--- config.mk ---
export PLATFORM = sky130hd
export DESIGN_NAME = frame_read_scheduler
export DESIGN_NICKNAME = d
export VERILOG_FILES = /design/src/rtl/frame_sched_pkg.sv /design/src/rtl/rr_arbiter2.sv /design/src/rtl/frame_read_scheduler.sv
export SDC_FILE = /design/constraint.sdc
export NUM_CORES = 1
export LEC_CHECK = 0
export CAP_MARGIN = 20
export CORE_MARGIN = 3
export CORE_UTILIZATION = 47
export CTS_CLUSTER_DIAMETER = 150
export CTS_CLUSTER_SIZE = 30
export DETAILED_ROUTE_END_ITERATION = 6
export GPL_TIMING_DRIVEN = 0
export PLACE_DENSITY = 0.8
export SETUP_SLACK_MARGIN = 0.2
export SYNTH_ARGS = -nofsm -noshare
export SYNTH_HDL_FRONTEND = slang
export SYNTH_SLANG_ARGS = --single-unit
--- constraint.sdc ---
create_clock -name i_clk -period 2.3 [get_ports i_clk]
set_input_delay 0.46 -clock i_clk [delete_from_list [all_inputs] [get_ports i_clk]]
set_output_delay 0.46 -clock i_clk [all_outputs]
set_load 0.1 [all_outputs]
--- src/rtl/frame_sched_pkg.sv ---
// ============================================================================
// Module      : frame_sched_pkg
// Description : Shared types and defaults for the frame read scheduler.
// Revision    : 1.0 - initial release
// ============================================================================
`default_nettype none

package frame_sched_pkg;

    localparam int NUM_PIXEL_DEFAULT = 307200;
    localparam int CNT_W_DEFAULT     = 19;
    localparam int DATA_W_DEFAULT    = 10;

    typedef enum logic [1:0] {
        S_IDLE   = 2'd0,
        S_GRANT  = 2'd1,
        S_STREAM = 2'd2,
        S_DRAIN  = 2'd3
    } state_t;

    typedef logic req_idx_t;

    function automatic logic [1:0] idx_to_onehot(input req_idx_t idx);
        return idx ? 2'b10 : 2'b01;
    endfunction

endpackage

`default_nettype wire

--- src/rtl/rr_arbiter2.sv ---
// ============================================================================
// Module      : rr_arbiter2
// Description : Two-way round-robin frame arbiter with pending request latch.
// Revision    : 1.0 - initial release
// ============================================================================
`default_nettype none

module rr_arbiter2
    import frame_sched_pkg::*;
(
    input  logic       i_clk,
    input  logic       i_rst_n,
    input  logic [1:0] i_req,
    input  logic       i_clr,
    input  req_idx_t   i_clr_idx,
    input  logic       i_served,
    input  req_idx_t   i_served_idx,
    output logic       o_any,
    output req_idx_t   o_pick
);

    logic [1:0] r_pending;
    req_idx_t   r_last_served;
    logic [1:0] w_eff;
    logic [1:0] w_clr_mask;

    // Same-cycle requests count, so an IDLE request is granted on the next edge.
    assign w_eff      = r_pending | i_req;
    assign w_clr_mask = i_clr ? idx_to_onehot(i_clr_idx) : 2'b00;

    always_comb begin
        o_any  = |w_eff;
        o_pick = 1'b0;
        case (w_eff)
            2'b01:   o_pick = 1'b0;
            2'b10:   o_pick = 1'b1;
            2'b11:   o_pick = ~r_last_served;
            default: o_pick = 1'b0;
        endcase
    end

    always_ff @(posedge i_clk) begin
        if (!i_rst_n) begin
            r_pending     <= 2'b00;
            r_last_served <= 1'b1;
        end else begin
            // A new request wins over the clear so the owner can queue its next frame.
            r_pending <= (r_pending & ~w_clr_mask) | i_req;
            if (i_served) begin
                r_last_served <= i_served_idx;
            end
        end
    end

endmodule

`default_nettype wire

--- src/rtl/frame_read_scheduler.sv ---
// ============================================================================
// Module      : frame_read_scheduler
// Description : Frame-granular round-robin sharing of the SDRAM read FIFO port.
// Revision    : 1.0 - initial release
// ============================================================================
`default_nettype none

module frame_read_scheduler
    import frame_sched_pkg::*;
#(
    parameter int NUM_PIXEL = NUM_PIXEL_DEFAULT,
    parameter int CNT_W     = CNT_W_DEFAULT,
    parameter int DATA_W    = DATA_W_DEFAULT
) (
    input  logic              i_clk,
    input  logic              i_rst_n,
    input  logic [1:0]        i_req,
    output logic [1:0]        o_grant,
    output logic              o_frame_start,
    input  logic              i_fifo_empty,
    input  logic              i_ready,
    output logic              o_rd_req,
    input  logic [DATA_W-1:0] i_red,
    input  logic [DATA_W-1:0] i_green,
    input  logic [DATA_W-1:0] i_blue,
    output logic [DATA_W-1:0] o_red,
    output logic [DATA_W-1:0] o_green,
    output logic [DATA_W-1:0] o_blue,
    output logic              o_valid,
    output logic              o_owner,
    output logic [1:0]        o_done,
    output logic              o_busy
);

    localparam logic [CNT_W-1:0] c_num_pixel = CNT_W'(NUM_PIXEL);
    localparam logic [CNT_W-1:0] c_last_pix  = CNT_W'(NUM_PIXEL - 1);

    state_t           r_state;
    state_t           w_state_next;
    req_idx_t         r_owner;
    logic [CNT_W-1:0] r_cnt;
    logic             r_strobe_d1;
    logic             r_last_d1;
    logic             w_any;
    req_idx_t         w_pick;
    logic             w_served;

    assign w_served = (r_state == S_DRAIN) && (|o_done);

    rr_arbiter2 u_arb (
        .i_clk        (i_clk),
        .i_rst_n      (i_rst_n),
        .i_req        (i_req),
        .i_clr        (r_state == S_GRANT),
        .i_clr_idx    (r_owner),
        .i_served     (w_served),
        .i_served_idx (r_owner),
        .o_any        (w_any),
        .o_pick       (w_pick)
    );

    always_comb begin
        w_state_next = r_state;
        o_rd_req     = 1'b0;
        case (r_state)
            S_IDLE: begin
                if (w_any) begin
                    w_state_next = S_GRANT;
                end
            end
            S_GRANT: begin
                w_state_next = S_STREAM;
            end
            S_STREAM: begin
                o_rd_req = !i_fifo_empty && i_ready && (r_cnt < c_num_pixel);
                if (o_rd_req && (r_cnt == c_last_pix)) begin
                    w_state_next = S_DRAIN;
                end
            end
            S_DRAIN: begin
                // o_done marks the last beat leaving the output register.
                if (|o_done) begin
                    w_state_next = S_IDLE;
                end
            end
            default: w_state_next = S_IDLE;
        endcase
    end

    always_ff @(posedge i_clk) begin
        if (!i_rst_n) begin
            r_state <= S_IDLE;
            r_owner <= 1'b0;
            r_cnt   <= '0;
        end else begin
            r_state <= w_state_next;
            if ((r_state == S_IDLE) && w_any) begin
                r_owner <= w_pick;
            end
            if (r_state == S_GRANT) begin
                r_cnt <= '0;
            end else if (o_rd_req) begin
                r_cnt <= r_cnt + CNT_W'(1);
            end
        end
    end

    always_ff @(posedge i_clk) begin
        if (!i_rst_n) begin
            r_strobe_d1 <= 1'b0;
            r_last_d1   <= 1'b0;
            o_valid     <= 1'b0;
            o_done      <= 2'b00;
            o_red       <= '0;
            o_green     <= '0;
            o_blue      <= '0;
            o_owner     <= 1'b0;
        end else begin
            r_strobe_d1 <= o_rd_req;
            r_last_d1   <= o_rd_req && (r_cnt == c_last_pix);
            o_valid     <= r_strobe_d1;
            o_done      <= r_last_d1 ? idx_to_onehot(r_owner) : 2'b00;
            if (r_strobe_d1) begin
                o_red   <= i_red;
                o_green <= i_green;
                o_blue  <= i_blue;
                o_owner <= r_owner;
            end
        end
    end

    assign o_grant       = (r_state != S_IDLE) ? idx_to_onehot(r_owner) : 2'b00;
    assign o_frame_start = (r_state == S_GRANT);
    assign o_busy        = (r_state != S_IDLE);

endmodule

`default_nettype wire

==> results.cfg <==
[yosys]
syn_area_per_cell_um2 = 9.88
synth_top_area_cell = dfxtp_1
syn_area_um2 = 2520
synth_edf_count = 0
synth_seq_cells = 61
synthTopCellsByArea = dfxtp_1 48%, mux2i_1 14%, nor2_1 7.9%
muxShareOfSynthArea_pct = 13.5
yosysUniqueCellTypes = 44
synth_fa_ha_area_share_pct = 2.48
synthesis.nets = 296
synthSimpleGateAreaFrac_pct = 20.4
synth_top_family_by_area = simple AND/OR/NAND/NOR gates
yosysSeqAreaShare_pct = 48.5
syn_inst = 255
synth-compound-area-share_pct = 6.36
synth_xor_area_share_pct = 5.22
async_reset_ff_share_pct = 0
yosysWarnings = 0
synth_top_area_share_pct = 48.5
synthFlopType = dfxtp_1

[layout]
fill_cells = 440
nets = 385
area_growth_pct = 42.2
drive_gt1_share_pct = 13.2
diodes = 0
post-route-util_pct = 69.7
multi_input_area_um2 = 1240
regArea_um2 = 1230

[die]
core_area_um2 = 5140
rows = 26
start_util_pct = 49.0
pin_count = 75
die_h_um = 79.2
dieArea_um2 = 6270
die_x_um = 79.2

[hold_path]
hp-class = primary input to flop
min_from = i_rst_n
min_to = u_arb.r_last_served
hold_depth = 2

[cts]
cts_max_level = 3
insertion_delay_ns = 0.33
clockBufferDepth = 2
tritoncts = built
cts_hold_buf = 0
cts_buffers = 9
cts_sinks = 61
clk_pin_slew_ns = 0.06
cts_root_buf = clkbuf_8

[route]
wire_per_inst_um = 13.2
drt-total-wl_um = 5520
num_vias = 2078
ant_nets = 0
drt-initial-drc-count = 65
drc_errors = 0
drt_first_pass_iters = 4
viasPerCell = 4.96

[grt]
track_usage_pct = 18.2
antenna_found_initial = 0
overflow = 0
grt_pass1_wl_um = 9140
grt_max_degree = 11
grt_pass1_vias = 2054

[sta]
fin_crit_ns = 2.05
setup_ws_ns = 0.245
fin_skew_ns = 0.00589
slew-limit-headroom_pct = 34.8
grt_setup_unrepaired = yes
finalSetupViolations = 0
period_share_pct = 89.3
clock.fmax_mhz = 487
hold_viol_final = 0
worst_pin_slew_ns = 0.983
final_max_slew_viol_count = 0

[worst_setup_path]
r2r_cells = 6
ff2ff_setup_slack_ns = 0.37
worst_r2r_endpoint = r_state[1]
worstPathMaxFanout = 4
start_kind = flop
endpoint_kind = output port
required_ns = 1.84
worstPathArrival_ns = 1.59
r2r_start = r_cnt[0]
path_class = flop to output port

[run_status]
status = completed

[placement]
preCtsSetupSlack_ns = -0.914
gp_congestion = 0.787
io_buffers = 73
place_hpwl_um = 3960

[power_and_ir_drop]
peakVddDrop_v = 0.000498
finalPower_w = 0.00282
powerDensity_nw_per_um2 = 787
p_leak_nw = 1.49

[job]
max_cap_violations = 0
## logic make-up after synthesis
kind of cell	Yosys count
AO/OA/AOI/OAI	20
XOR/XNOR	15
adder cells (fa/ha/maj)	5
buffers and inverters	21
flip-flops	61
multiplexers	34
AND/OR/NAND/NOR	99
## state kept, by name, indices dropped and copies added, names as in the netlist, 2 cells and up
signal           cells
o_green             10
o_blue              10
r_state              2
r_cnt               19
o_red               10
o_done               2
u_arb.r_pending      2
## synth_stat cells, types with 2 or more instances
cell	number
dfxtp_1	61
o21a_1	2
xnor2_1	10
and2_1	3
ha_1	5
nor3_1	3
nor2_1	53
nand2_1	11
nand4_1	5
a21oi_1	5
nor4_1	2
o21ai_0	4
and3_1	4
inv_1	7
xor2_1	5
nand3_1	3
nand2b_1	2
clkbuf_1	9
mux2i_1	34
and4_1	2
buf_1	2
## repair_timing
item	in CTS	in global routing
pin swaps	2	4
buffers inserted	3	2
setup endpoints to repair	39	2
gates resized for setup	64	11
## worst max-delay path, stage by stage, from the launching register on
cell        delay [ns]
dfxtp_4           0.36
inv_4             0.06
ha_4              0.13
nand3b_1          0.12
a211o_4           0.32
clkinvlp_4        0.11
buf_12            0.17
## layout by cell type (no fill, tap or decap), drive strengths merged, types with 4 or more instances in the layout
master         count
o21ai              4
and3               4
clkbuf            23
nand4              5
xnor2             10
mux2i             34
xor2               5
dlygate4sd2       34
dfxtp             61
clkdlybuf4s50     32
ha                 5
a21oi              5
buf               12
nand2             11
nor2              53
inv                6
## area by class of cell
type / count / share of cell area, %
multi-input cells: 173 / 34.6
repair buffers: 78 / 20.5
flip-flops and latches: 61 / 34.2
plain buffers: 13 / 1.68
well taps: 70 / 2.45
clock buffers: 13 / 5.00
clock inverters: 3 / 0.489
inverters: 8 / 1.01
## how the worst max path moves through the flow
stage	start	end	slack [ns]	cells past startpoint
2_1_floorplan	r_state[0]	r_cnt[2]	0.22	8
3_3_place_gp	i_fifo_empty	o_rd_req	-0.89	5
3_5_place_dp	i_fifo_empty	o_rd_req	-0.91	5
4_1_cts	r_state[0]	o_rd_req	0.06	6
5_1_grt	r_state[0]	o_rd_req	0.19	6
6_report	r_state[0]	o_rd_req	0.25	6
## through the flow
step	hold WS (ns)	TNS (ns)	cell area, µm²	instances
4_1_cts	0.433	0	3530	417
5_1_grt	0.471	0	3580	419
3_3_place_gp	0.443	-1.30	3350	398
2_1_floorplan	0.415	0	2530	255
3_5_place_dp	0.448	-1.40	3350	398
6_report	0.440	0	3580	419
## power by group
group          switching, W  leakage (nW)  internal, W  total, W
Combinational      0.000534         0.890     0.000234  0.000768
Clock              0.000412         0.101     0.000505  0.000917
Sequential        0.0000317         0.494      0.00110   0.00113
## routing by layer
metal | vias to the layer above | track usage [%] | wire length (µm)
met1 | 971 | 23.0 | 2590
met5 | - | 0 | 0
li1 | 1045 | - | -
met3 | 8 | 3.97 | 281
met4 | 0 | 8.25 | 62
met2 | 54 | 29.6 | 2580
Note: power is estimated with default switching activity, not from simulation.
